--- src/rtl/uart_msg_tx.sv ---
// uart_msg_tx: periodic UART message generator, 8N1 LSB first; define UART_MSG_PARITY_EN to add an even-parity bit
module uart_msg_tx #(
  parameter int                   CLOCKS_PER_BAUD = 868,
  parameter int                   MSG_LEN         = 15,
  parameter logic [8*MSG_LEN-1:0] MSG             = "Hello, World!\r\n",
  parameter logic [31:0]          PERIOD_CLKS     = 32'd100_000_000,
  parameter int                   IW              = (MSG_LEN > 1) ? $clog2(MSG_LEN) : 1
) (
  input  logic          i_clk,
  input  logic          i_reset,
  input  logic          i_trigger,
  input  logic          i_auto_en,
  output logic          o_uart_tx,
  output logic          o_busy,
  output logic          o_done,
  output logic [IW-1:0] o_index
);
`ifdef UART_MSG_PARITY_EN
  typedef enum logic [2:0] {IDLE, START, DATA, PARITY, STOP} state_t;
`else
  typedef enum logic [2:0] {IDLE, START, DATA, STOP} state_t;
`endif
  localparam logic [23:0] BAUD_MAX = 24'(CLOCKS_PER_BAUD - 1);
  localparam logic [31:0] PER_MAX  = PERIOD_CLKS - 32'd1;
  state_t        state_q, state_d;
  logic [23:0]   baud_q, baud_d;
  logic [2:0]    bit_q, bit_d;
  logic [IW-1:0] idx_q, idx_d;
  logic [31:0]   per_q, per_d;
  logic          tx_q, tx_d, busy_q, busy_d, done_q, done_d;
  logic          tick, last, auto_restart, start;
  logic [7:0]    byte_d;
  function automatic logic [7:0] msg_byte(input logic [IW-1:0] i);
    msg_byte = MSG[8*(MSG_LEN-1-int'(i)) +: 8];
  endfunction
  assign tick         = baud_q == 24'd0;
  assign last         = idx_q == IW'(MSG_LEN - 1);
  assign auto_restart = i_auto_en && per_q == 32'd0;
  assign start        = i_trigger | auto_restart;
  always_comb begin
    state_d = state_q;
    bit_d   = bit_q;
    idx_d   = idx_q;
    done_d  = 1'b0;
    baud_d  = tick ? BAUD_MAX : baud_q - 24'd1;
    per_d   = !i_auto_en ? PER_MAX : per_q == 32'd0 ? PER_MAX : per_q - 32'd1;
    case (state_q)
      IDLE: begin
        state_d = start ? START : IDLE;
        baud_d  = start ? BAUD_MAX : 24'd0;
      end
      START: state_d = tick ? DATA : START;
      DATA: if (tick) begin
        bit_d = bit_q + 3'd1;
`ifdef UART_MSG_PARITY_EN
        state_d = bit_q == 3'd7 ? PARITY : DATA;
`else
        state_d = bit_q == 3'd7 ? STOP : DATA;
`endif
      end
`ifdef UART_MSG_PARITY_EN
      PARITY: state_d = tick ? STOP : PARITY;
`endif
      STOP: if (tick) begin
        state_d = last ? IDLE : START;
        idx_d   = last ? '0 : idx_q + IW'(1);
        done_d  = last;
        baud_d  = last ? 24'd0 : BAUD_MAX;
      end
      default: state_d = IDLE;
    endcase
    byte_d = msg_byte(idx_d);
    // Line value is registered from the next state so each bit appears on the edge it begins.
    tx_d   = state_d == START ? 1'b0 :
             state_d == DATA  ? byte_d[bit_d] :
`ifdef UART_MSG_PARITY_EN
             state_d == PARITY ? ^byte_d :
`endif
             1'b1;
    busy_d = state_d != IDLE;
  end
  always_ff @(posedge i_clk) begin
    if (i_reset) begin
      state_q <= IDLE;
      baud_q  <= 24'd0;
      bit_q   <= 3'd0;
      idx_q   <= '0;
      per_q   <= PER_MAX;
      tx_q    <= 1'b1;
      busy_q  <= 1'b0;
      done_q  <= 1'b0;
    end else begin
      state_q <= state_d;
      baud_q  <= baud_d;
      bit_q   <= bit_d;
      idx_q   <= idx_d;
      per_q   <= per_d;
      tx_q    <= tx_d;
      busy_q  <= busy_d;
      done_q  <= done_d;
    end
  end
  assign o_uart_tx = tx_q;
  assign o_busy    = busy_q;
  assign o_done    = done_q;
  assign o_index   = idx_q;
endmodule
--- config.mk ---
export PLATFORM = sky130hd
export DESIGN_NAME = uart_msg_tx
export DESIGN_NICKNAME = d
export VERILOG_FILES = /design/src/rtl/uart_msg_tx.sv
export SDC_FILE = /design/constraint.sdc
export NUM_CORES = 1
export LEC_CHECK = 0
export CAP_MARGIN = 20
export CELL_PAD_IN_SITES_DETAIL_PLACEMENT = 1
export CELL_PAD_IN_SITES_GLOBAL_PLACEMENT = 1
export CORE_ASPECT_RATIO = 2
export CORE_UTILIZATION = 50
export CTS_BUF_LIST = sky130_fd_sc_hd__clkbuf_4 sky130_fd_sc_hd__clkbuf_8
export CTS_CLUSTER_SIZE = 20
export DETAILED_ROUTE_END_ITERATION = 7
export PLACE_DENSITY = 0.94
export REMOVE_ABC_BUFFERS = 1
export SETUP_SLACK_MARGIN = 0.1
export SYNTH_ARGS = -nofsm -noshare
export SYNTH_HDL_FRONTEND = slang
export SYNTH_SLANG_ARGS = --single-unit
--- constraint.sdc ---
create_clock -name i_clk -period 8.8 [get_ports i_clk]
set_input_delay 0.88 -clock i_clk [delete_from_list [all_inputs] [get_ports i_clk]]
set_output_delay 0.88 -clock i_clk [all_outputs]
set_load 0.005 [all_outputs]
==> flow_summary.ini <==
[outcome]
outcome = complete, no violations

[die]
die_w_um = 61.1
initial_core_util_pct = 52.3
core_area_sq_mm = 0.00667
die_area_sq_mm = 0.00734
rows = 42
fp.dieH_um = 120
io_pins = 11

[cells_and_area]
fin_util_pct = 57.2
finalNonFillerCells = 510
final_layout_size_suffix_gt1_share_pct = 6.64
n_antenna_cell = 0
fin_nets = 430
stdcell_area_sq_mm = 0.00382
area.growth.synth_to_final_pct = 9.32

[synthesis]
yosys_warnings = 0
yosys.area.top_type_share_pct = 39.6
synthArstFlopShare_pct = 0
synthTopCellsByArea = dfxtp_1 (40%), xnor2_1 (6.8%), nor2_1 (5.8%), xor2_1 (4.3%), nand2_1 (4.0%)
synth_cells = 413
netlist_top_cells_count = dfxtp_1 (69), nor2_1 (54), nand2_1 (37), xnor2_1 (27), a21oi_1 (25)
post-synth-top-count-cell = dfxtp_1
yosys.area.top_type = dfxtp_1
synth_edf_count = 0
ys_types = 56
synthesis.area_sq_mm = 0.00349
ys_seq_elements = 69
synth.avg_cell_area_sq_um = 8.46
synthFlopType = dfxtp_1
ys_seq_area_share_pct = 39.6

[timing]
rsz0062_at_grt = no
maxSlewHeadroom_pct = 44.1
finalSetupTns_ns = 0
fin_crit_sh_pct = 46.5
tightestPinTransition_ns = 0.836
fin_crit_ns = 4.09
skew_ns = 0.0144
final_max_slew_viol_count = 0
hold_viol = 0
holdWs_ns = 0.400
setup_slack_ns = 4.71
setup_viol = 0
fmax_mhz = 244

[placement]
place_inst = 495
globalplace.congestion = 0.805
place_ws_ns = 4.78
dpl_cell_area_sq_mm = 0.00363
hpwl_mm = 6.26
io_buffers = 10

[min_path]
holdPathEnd = per_q[0]
whs_path_depth = 1
hold_path_class = flop to flop
worstHoldStart = per_q[0]

[critical_path]
cp-start-kind = flop
rrSetupSlack_ns = 4.71
crit_fanout = 9
critPathKind = flop to flop
r2r_cells = 11
r2r-start = baud_q[12]
cp-end-kind = flop
timing.rr.end = o_uart_tx
cp.required_ns = 9.06
arrival_ns = 4.35

[clock_tree]
ctsHtreeMaxLevel = 3
cts_setup_buffers = 0
clock_sinks = 69
cts.clk_slew.worst_paths_ns = 0.09
ctsHoldBuffers = 0
cts-buffers-inserted = 9
clk_path_buf_depth = 2
root_buffer = clkbuf_8
cts_tree = built
cts_resized = 0
insertion_delay_ns = 0.37

[detailed_routing]
wl_mm = 9.39
viasPerCell = 5.98
drtPass1Iterations = 4
wl_per_cell_um = 18.4
drc = 0
drt-initial-drc-count = 83
vias = 3048
postRouteAntennaNets = 0

[global_route]
grt_pass1_wl_mm = 15.6
antenna_found_initial = 0
overflow = 0
grt_pass1_vias = 3313
grt_util_all_layers_pct = 29.0
grt_max_degree = 22

[power_and_ir_drop]
ir_drop_mv = 0.155
p_leak_nw = 1.33
powerDensity_mw_per_mm2 = 215
power_mw = 0.821

[flow_run]
maxCapViolCount = 0
## cell families (layout without fill, tap and decap cells)
group,Yosys count,count (layout),share of synthesized area (%)
and+or+nand+nor,192,192,28.0
AOI/OAI and AO/OA,74,74,14.3
muxes,2,2,0.609
DFF,69,69,39.6
buffers and inverters,22,31,2.72
adders and majority gates,8,8,2.87
other,1,1,0.107
xor gates and xnor gates,45,45,11.8
## report_power, final
group,total [mW],internal [mW],switching (mW)
Clock,0.261,0.129,0.132
Sequential,0.361,0.335,0.0255
Combinational,0.199,0.0661,0.133
## layout by cell type (no fill, tap or decap), types with 4 or more instances in the layout
master,count
dfxtp_1,69
nor2_1,54
nand2_1,37
xnor2_1,27
a21oi_1,25
o21ai_0,19
or3_1,17
xor2_1,17
nor3_1,16
nand3_1,16
nor4_1,13
clkdlybuf4s50_1,10
clkbuf_8,9
nor2b_1,8
ha_1,8
inv_1,6
nand3b_1,4
or4_1,4
nor3b_1,4
nand2b_1,4
## state kept, by name, indices dropped and copies added, names as in the netlist
name / cells
o_busy: 1
bit_q: 3
per_q: 32
o_index: 4
o_done: 1
baud_q: 24
state_q: 3
o_uart_tx: 1
## metal layers
layer  GRT usage [%]  vias up  part of all wire, %
li1                -     1463                    -
met1            27.8     1491                   37
met2            52.3       60                   57
met3            5.67       34                  2.5
met4            18.5        0                  4.0
met5               0        -                    0
## worst max path at each step
| stage | start | endpoint | slack (ns) |
|---|---|---|---|
| 4_1_cts | baud_q[12] | o_uart_tx | 4.75 |
| 3_3_place_gp | baud_q[12] | o_uart_tx | 4.93 |
| 2_1_floorplan | baud_q[12] | o_uart_tx | 5.17 |
| 5_1_grt | baud_q[12] | o_uart_tx | 4.53 |
| 6_report | baud_q[12] | o_uart_tx | 4.71 |
| 3_5_place_dp | baud_q[12] | o_uart_tx | 4.78 |
## critical path, stage by stage, from the launching register on
cell	delay, ns
dfxtp_1	0.36
or4_1	0.68
or3_1	0.57
or3_4	0.41
nor3_1	0.20
a21o_1	0.14
ha_1	0.44
xor2_1	0.38
o22ai_1	0.16
a211o_1	0.35
a211oi_2	0.25
a2111oi_2	0.05
## cell type report
| cell class | count | area (sq um) |
|---|---|---|
| Multi-Input combinational cell | 322 | 2020 |
| Sequential cell | 69 | 1380 |
| Tap cell | 88 | 110 |
| Timing Repair Buffer | 10 | 100 |
| Fill cell | 818 | 2860 |
| Clock buffer | 9 | 124 |
| Clock inverter | 6 | 63.8 |
| Inverter | 6 | 22.5 |
(Power assumes the default switching activity.)
